File: src/rtl/axis_elastic_buffer.sv
// AXI-Stream elastic buffer: DEPTH-entry circular register FIFO with registered
// handshake outputs and a synchronous flush that discards every stored beat.
module axis_elastic_buffer #(
    parameter  int TDATA_WIDTH = 32,
    parameter  int TUSER_WIDTH = 1,
    parameter  int DEPTH       = 2,
    localparam int CNT_W       = $clog2(DEPTH + 1)
) (
    input  logic                   clk,
    input  logic                   rst_n,
    input  logic                   s_tvalid,
    output logic                   s_tready,
    input  logic [TDATA_WIDTH-1:0] s_tdata,
    input  logic [TUSER_WIDTH-1:0] s_tuser,
    input  logic                   s_tlast,
    output logic                   m_tvalid,
    input  logic                   m_tready,
    output logic [TDATA_WIDTH-1:0] m_tdata,
    output logic [TUSER_WIDTH-1:0] m_tuser,
    output logic                   m_tlast,
    input  logic                   flush,
    output logic [CNT_W-1:0]       count
);
    localparam int PTR_W   = (DEPTH > 1) ? $clog2(DEPTH) : 1;
    localparam int ENTRY_W = TDATA_WIDTH + TUSER_WIDTH + 1;
    localparam logic [CNT_W-1:0] FULL_CNT = CNT_W'(DEPTH);

    generate
        if (DEPTH < 2 || (DEPTH & (DEPTH - 1)) != 0 || TDATA_WIDTH < 1 || TUSER_WIDTH < 1) begin : g_bad_param
            $fatal(1, "axis_elastic_buffer: DEPTH must be a power of two >= 2 and widths > 0");
        end
    endgenerate

    logic [ENTRY_W-1:0] mem_reg [DEPTH];
    logic [PTR_W-1:0]   wr_ptr_reg, wr_ptr_next;
    logic [PTR_W-1:0]   rd_ptr_reg, rd_ptr_next;
    logic [CNT_W-1:0]   count_reg, count_next;
    logic               m_tvalid_reg, m_tvalid_next;
    logic               s_tready_reg, s_tready_next;
    logic [DEPTH-1:0]   wr_en;
    logic [ENTRY_W-1:0] s_entry;
    logic [ENTRY_W-1:0] m_entry;
    logic               push;
    logic               pop;

    assign push    = s_tvalid && s_tready_reg;
    assign pop     = m_tvalid_reg && m_tready;
    assign s_entry = {s_tlast, s_tuser, s_tdata};

    // A beat accepted during flush is dropped, so it is never written.
    for (genvar gi = 0; gi < DEPTH; gi++) begin : g_wr_en
        assign wr_en[gi] = push && !flush && (wr_ptr_reg == PTR_W'(gi));
    end

    always_ff @(posedge clk) begin
        for (int i = 0; i < DEPTH; i++) begin
            if (wr_en[i]) begin
                mem_reg[i] <= s_entry;
            end
        end
    end

    always_comb begin
        wr_ptr_next = wr_ptr_reg;
        rd_ptr_next = rd_ptr_reg;
        count_next  = count_reg;
        if (flush) begin
            wr_ptr_next = '0;
            rd_ptr_next = '0;
            count_next  = '0;
        end else begin
            if (push) begin
                wr_ptr_next = wr_ptr_reg + PTR_W'(1);
            end
            if (pop) begin
                rd_ptr_next = rd_ptr_reg + PTR_W'(1);
            end
            if (push && !pop) begin
                count_next = count_reg + CNT_W'(1);
            end else if (!push && pop) begin
                count_next = count_reg - CNT_W'(1);
            end
        end
        m_tvalid_next = (count_next != '0);
        s_tready_next = (count_next != FULL_CNT);
    end

    always_ff @(posedge clk or negedge rst_n) begin
        if (!rst_n) begin
            wr_ptr_reg   <= '0;
            rd_ptr_reg   <= '0;
            count_reg    <= '0;
            m_tvalid_reg <= 1'b0;
            s_tready_reg <= 1'b0;
        end else begin
            wr_ptr_reg   <= wr_ptr_next;
            rd_ptr_reg   <= rd_ptr_next;
            count_reg    <= count_next;
            m_tvalid_reg <= m_tvalid_next;
            s_tready_reg <= s_tready_next;
        end
    end

    // Storage is not reset, so the head is masked to zero while empty.
    assign m_entry  = m_tvalid_reg ? mem_reg[rd_ptr_reg] : '0;
    assign m_tdata  = m_entry[TDATA_WIDTH-1:0];
    assign m_tuser  = m_entry[TDATA_WIDTH +: TUSER_WIDTH];
    assign m_tlast  = m_entry[ENTRY_W-1];
    assign m_tvalid = m_tvalid_reg;
    assign s_tready = s_tready_reg;
    assign count    = count_reg;

`ifndef SYNTHESIS
    assert property (@(posedge clk) disable iff (!rst_n) push |-> (count_reg != FULL_CNT))
        else $error("push accepted while full");
    assert property (@(posedge clk) disable iff (!rst_n) pop |-> (count_reg != '0))
        else $error("pop taken while empty");
    assert property (@(posedge clk) disable iff (!rst_n)
        $past(m_tvalid_reg && !m_tready && !flush) |-> $stable(m_entry))
        else $error("manager payload changed while stalled");
`endif

endmodule

File: config.mk
export PLATFORM = sky130hd
export DESIGN_NAME = axis_elastic_buffer
export DESIGN_NICKNAME = d
export VERILOG_FILES = /design/src/rtl/axis_elastic_buffer.sv
export SDC_FILE = /design/constraint.sdc
export NUM_CORES = 1
export LEC_CHECK = 0
export CORE_ASPECT_RATIO = 0.8
export CORE_MARGIN = 2
export CORE_UTILIZATION = 44
export CTS_BUF_LIST = sky130_fd_sc_hd__clkbuf_16
export DETAILED_ROUTE_END_ITERATION = 10
export PLACE_DENSITY = 0.76
export SYNTH_ARGS = -nofsm -noshare
export SYNTH_HDL_FRONTEND = slang
export SYNTH_SLANG_ARGS = --single-unit
File: constraint.sdc
create_clock -name clk -period 3.44 [get_ports clk]
set_input_delay 0.688 -clock clk [delete_from_list [all_inputs] [get_ports clk]]
set_output_delay 0.688 -clock clk [all_outputs]
set_load 0.01 [all_outputs]
==> key figures, run 1 <==
Global routing
  – Vias in the first global route: 1,679
  – First-pass GRT wire length: ~7800 um
  – Largest net degree at the start of global routing: 38
  – Grt total ovfl: 0
  – GRT Resource Usage Total: 0.145
  – Initial antenna violation count: 0

Status
  – Status: finished, final reports clean

Floorplan
  – Die width: around 96 um
  – Die Span Y: 77.6 um
  – Core ar.: around 0.0065 mm2
  – Die area: between 0.007 and 0.008 mm2
  – # IOs: 77
  – Row cnt: 26
  – Initial cell density of the core: 0.460

Timing
  – Actual slew at the worst max-slew pin: around 480 ps
  – Period utilisation layout: 0.800
  – TNS Setup: 0 ps
  – Min Tclk post-route: 2750 ps
  – RSZ-0062 raised after global routing: false
  – Fin Clk Skew: 3.56 ps
  – WHS: 556 ps
  – Max frequency: 0.363 GHz
  – Max transition margin: 0.682
  – Final setup vio count: 0
  – Final hold violation count: 0
  – Max-slew violations: 0

Placement
  – DP HPWL: about 3200 um
  – DP Area: 0.00386 mm2
  – Port Buf Inserts: 76
  – Final GP Congestion: 0.781

Yosys
  – YS warnings: 0
  – Top FF cell, synth: edfxtp_1
  – Simple-gate share of the synthesized area: 0.0991
  – Net Count, Synth: between 200 and 250
  – Synthesized cell area: 0.00298 mm2
  – Post-synthesis mux area share: 0.121
  – Netlist cell types: 23
  – Number of synthesized flops with an enable pin: 68
  – Seq/Total Area, Yosys: 0.736
  – Synth Area in Compound Gates: 0.0139
  – Post-synth ARST share: 0.0811
  – Xor and xnor area share after synthesis: 0.0134
  – Syn_area_per_cell: around 17 um2
  – Most common cell in the netlist: edfxtp_1
  – Post-Synth Adder-Cell Area: 0
  – Synth Instances: 177
  – Ranking of synthesized cells by area: edfxtp_1 (69%), mux2i_1 (12%), nor2b_1 (7.1%), dfrtp_1 (5.0%), buf_4 (0.76%)
  – Commonest cells post-synth: edfxtp_1 (68), mux2i_1 (36), nor2b_1 (34)
  – Leading area contributor after synthesis: edfxtp_1
  – Seq cells post-synth: 74
  – Synth top area share: 0.685
  – Largest family of logic cells by synthesized area: multiplexers

Clocking
  – Number of H-tree levels: 3
  – Worst-skew pair later-pin latency: 320 ps
  – Clk slew on worst S/H paths: 50 ps
  – TritonCTS clock tree: done
  – TritonCTS buffer count: 9
  – Clock Path Buffers: 2
  – CTS Sinks: 74
  – Hold buffers post-CTS: 0
  – Postcts setup bufs: 0
  – Post-CTS Resized: 0
  – CTS root buffer: clkbuf_16

Worst setup path
  – CP Max Fanout: 21
  – Reg2reg end: mem_reg[1][0]
  – Worst setup path category: register to output pin
  – R2R depth: 3
  – CP Launch Type: register
  – End point of the critical path: m_tdata[13]
  – Arrival time worst endpoint: roughly 2000 ps
  – R2R setup slack: approximately 1800 ps
  – Worst Path Required: 2750 ps
  – Crit path from: rd_ptr_reg
  – Crit. End Element: output pin
  – Start of the worst register-to-register path: s_tready

Finish
  – Final nets: 299
  – Layout cell share with drive strength beyond 1: 0.0871
  – P&R area growth vs syn: 39.1%
  – Max reg flops: 68
  – FF/Latch Area: 0.00219 mm2
  – Finished Cell Area: 0.00415 mm2
  – Footprint of the multi-input gates: ~760 um2
  – Fillers: 506
  – Diode count: 0

Detailed routing
  – Detail Route Antenna Nets: 0
  – DR iter-0 viols: 82
  – Wire per inst: around 14 um
  – Post-route DRC: 0
  – Drt via density: 4.80
  – Routed WL: 5020 um
  – Via count: 1,672
  – DR pass1 iterations: 4

Power
  – Overall power: around 2.5 mW
  – Static Leak: 1.38 nW
  – Power density cells: ~590 mW/mm2
  – VDD IR max: 0.460 mV

Hold path
  – Min-Delay Path Class: register to register

Job
  – Max-cap viol count: 0
-- through the flow --
step	std cells	utilization	setup slack (ps)
floorplan	177	-	838
CTS	348	0.640	667
global placement	333	0.596	1010
global route	348	0.640	592
detailed placement	333	0.596	997
finish	348	0.640	688
-- how the worst min path moves through the flow --
stage                   from       end  depth (start not counted)
floorplan              rst_n  count[0]                          0
finish              count[1]  m_tvalid                          1
global placement    count[1]  m_tvalid                          1
detailed placement  count[1]  m_tvalid                          1
CTS                 count[1]  m_tvalid                          1
global route        count[1]  m_tvalid                          1
-- placed cells by master, fill, tap and decap left out, types with 2 or more instances in the layout --
| cell type | Yosys | layout |
|---|---|---|
| dfrtp_1 | 6 | 5 |
| clkinvlp_4 | 0 | 2 |
| edfxtp_1 | 68 | 68 |
| clkinv_2 | 0 | 2 |
| nand3_1 | 2 | 2 |
| nor2_1 | 4 | 4 |
| mux2i_1 | 36 | 36 |
| clkdlybuf4s50_1 | 0 | 76 |
| buf_4 | 3 | 3 |
| nor2b_1 | 34 | 34 |
| a21oi_1 | 3 | 3 |
| clkbuf_16 | 0 | 9 |
| xnor2_1 | 2 | 2 |
| nand2_1 | 2 | 2 |
| and2_1 | 2 | 2 |
-- logic make-up (layout without fill, tap and decap cells) --
group / count (synthesis) / count (layout)
flip-flops: 74 / 74
AND/OR/NAND/NOR: 50 / 50
multiplexers: 36 / 36
buffers and inverters: 8 / 95
AO/OA/AOI/OAI: 6 / 6
XOR/XNOR: 3 / 3
-- power by group --
| part | leakage [nW] | internal (mW) | switching [mW] |
|---|---|---|---|
| Sequential | 0.697 | 1.05 | 0.0386 |
| Clock | 0.135 | 0.551 | 0.322 |
| Combinational | 0.549 | 0.290 | 0.208 |
| Total | 1.38 | 1.89 | 0.568 |
-- routing by layer --
| metal | vias to the layer above | track usage | routed length [um] |
|---|---|---|---|
| li1 | 818 | - | - |
| met1 | 793 | 0.165 | 2120 |
| met2 | 53 | 0.242 | 2540 |
| met3 | 8 | 0.0524 | 274 |
| met4 | 0 | 0.0686 | 84 |
| met5 | - | 0 | 0 |
-- layout make-up --
type / instances / area share
clock inverter: 6 / 0.0142
clock buffer: 9 / 0.0543
tap: 84 / 0.0254
sequential: 74 / 0.529
timing repair buffer: 80 / 0.194
multi-input combinational: 95 / 0.183
-- critical path: stages, from the launching register on --
cell and delay (ps):
dfrtp_2 660, buf_12 260, mux2i_1 100, nor2b_1 160, clkdlybuf4s50_1 560
Power figures use the tool's default switching activity.
==> inputs of run 2 (changes only) <==
Settings changed: CORE_UTILIZATION 44 to 45, PLACE_DENSITY 0.76 to 0.75.
Clock period 3.44 ns to 2.8 ns, I/O delays scaled along.
==> key figures, run 2 (synthesis results as in run 1) <==
Status
  – Status: finished, final reports clean

Finish
  – Diode count: 0 (unchanged)
  – P&R area growth vs syn: 42.6%
  – Finished Cell Area: 0.00425 mm2 (+2.5%)
  – Footprint of the multi-input gates: 759 um2 (unchanged)
  – Fillers: 457 (-9.7%)
  – Layout cell share with drive strength beyond 1: 0.100 (+0.0133)
  – Fin cells: 353 (+1.4%)
  – Max reg flops: 68 (unchanged)
  – Commonest cells after routing, fill and taps aside: clkdlybuf4s50_1 (76), edfxtp_1 (68), mux2i_1 (36)
  – Most common cell after layout, fill and taps aside: clkdlybuf4s50_1
  – FF/Latch Area: 0.00219 mm2 (unchanged)
  – Final nets: 303 (+1.3%)

Global routing
  – Vias in the first global route: 1,643 (-2.1%)
  – Largest net degree at the start of global routing: 25 (-34%)
  – Grt total ovfl: 0 (unchanged)
  – Initial antenna violation count: 0 (unchanged)
  – First-pass GRT wire length: 8160 um (+4.9%)
  – GRT Resource Usage Total: 0.152 (+0.00654)

Worst setup path
  – Slowest CP cell: dfrtp_2
  – CP cell instances: buf_4 -> mux2i_1 -> nor2b_1 -> clkdlybuf4s50_1
  – R2R depth: 3 (unchanged)
  – Start of the worst register-to-register path: s_tready
  – Largest stage delay on the critical path: 650 ps (about the same)
  – CP Max Fanout: 16 (-24%)
  – Worst setup path category: register to output pin
  – Crit. End Element: output pin
  – CP Launch Type: register
  – Critical path depth: 4 (unchanged)
  – Reg2reg end: mem_reg[1][10]
  – Arrival time worst endpoint: 2050 ps (about the same)
  – R2R setup slack: 1240 ps (-600 ps)
  – Worst Path Required: 2240 ps (-510 ps)
  – Delay-heaviest family, CP: buffers and inverters
  – Crit path from: rd_ptr_reg
  – CP bufs+invs: 2 (unchanged)

Clocking
  – Clock Path Buffers: 2 (unchanged)
  – TritonCTS buffer count: 9 (unchanged)
  – CTS root buffer: clkbuf_16
  – Number of H-tree levels: 3 (unchanged)
  – Clk slew on worst S/H paths: 50 ps (about the same)
  – TritonCTS clock tree: done
  – CTS Sinks: 74 (unchanged)
  – Worst-skew pair later-pin latency: 320 ps (about the same)
  – Postcts setup bufs: 0 (unchanged)
  – Hold buffers post-CTS: 0 (unchanged)
  – Post-CTS Resized: 0 (unchanged)

Placement
  – DP HPWL: 3440 um (+7.1%)
  – Placed insts: 337 (+1.2%)
  – DP Area: 0.00389 mm2 (+0.78%)
  – Final GP Congestion: 0.720 (-7.8%)
  – Place WS: 483 ps (-514 ps)
  – Port Buf Inserts: 76 (unchanged)

Timing
  – TNS Setup: 0 ps (unchanged)
  – Final hold violation count: 0 (unchanged)
  – Final setup vio count: 0 (unchanged)
  – Max transition margin: 0.690 (+0.00839)
  – RSZ-0062 raised after global routing: false
  – Max-slew violations: 0 (unchanged)
  – Period utilisation layout: 0.934
  – Max frequency: 0.382 GHz
  – Final worst-path setup slack: 185 ps (-503 ps)
  – Fin Clk Skew: 3.81 ps (+0.251 ps)
  – Actual slew at the worst max-slew pin: 464 ps (-12.6 ps)
  – Min Tclk post-route: about 2600 ps

Detailed routing
  – Detail Route Antenna Nets: 0 (unchanged)
  – DR pass1 iterations: 4 (unchanged)
  – Post-route DRC: 0 (unchanged)
  – DR iter-0 viols: 42 (-49%)
  – Routed WL: 5110 um (+1.8%)
  – Drt via density: 4.90 (+2.0%)
  – Via count: 1,730 (+3.5%)
  – Wire per inst: 14.5 um (+0.37%)

Floorplan
  – Initial cell density of the core: 0.465 (+0.00467)
  – Die area: 0.00729 mm2 (-2.1%)
  – Row cnt: 26 (unchanged)
  – Die width: 95.0 um (-1.1%)
  – Core ar.: 0.00641 mm2 (-1.0%)
  – Die Span Y: 76.8 um (-1.1%)
  – # IOs: 77 (unchanged)

Power
  – VDD IR max: 0.528 mV (+15%)
  – Static Leak: 1.44 nW (+4.7%)
  – Power density cells: 779 mW/mm2 (+31%)

Job
  – Max-cap viol count: 0 (unchanged)

Hold path
  – Min-Delay Path Class: input pin to asynchronous set/reset pin
[run 2: cell types whose count changed in the layout (fill, tap and decap cells not counted)]
cell / before / now
buf_4: 3 / 7
bufinv_16: 1 / 4
clkinv_2: 2 / 1
clkinvlp_4: 2 / 0
inv_1: 0 / 1
[run 2: cell type report]
type	instances	area share
well taps	84	0.0247
multi-input cells	95	0.179
clock inverters	7	0.0312
clock buffers	9	0.0530
flip-flops and latches	74	0.516
repair buffers	84	0.196
[run 2: worst max path at each step]
stage	end	slack (ps)
after floorplan	mem_reg[1][0]	330
after detailed placement	m_tdata[23]	480
after global placement	m_tdata[18]	480
after CTS	m_tdata[23]	140
after global routing	m_tdata[31]	50
final	m_tuser	190
[run 2: worst reg2reg max path, delay by kind of cell (launching register included)]
kind                   cells  cell delay (ps)
flip-flops                 1              450
AND/OR/NAND/NOR            2              420
buffers and inverters      1              340
[run 2: metrics by stage]
step           power, mW  hold slack, ps   util
6_report            3.31             485  0.663
2_1_floorplan       1.68             264      -
5_1_grt             3.45             492  0.663
4_1_cts             3.35             492  0.663
3_5_place_dp        2.00             556  0.607
3_3_place_gp        1.99             541  0.607
[run 2: where the power goes]
| group | switching, mW | internal (mW) |
|---|---|---|
| clock network | 0.390 | 0.951 |
| registers | 0.0499 | 1.29 |
| logic | 0.261 | 0.366 |
[run 2: per-layer routing]
| metal | global-route usage | share of wire |
|---|---|---|
| met5 | 0 | 0 |
| met4 | 0.0435 | 0.0088 |
| met3 | 0.0619 | 0.067 |
| met2 | 0.247 | 0.50 |
| met1 | 0.187 | 0.43 |
==> inputs of run 3 (changes only) <==
Settings changed: CTS_CLUSTER_SIZE set to 14, HOLD_SLACK_MARGIN set to 0.03.
==> results of run 3 <==
Final layout, timing and power as in run 2 (identical DEF).
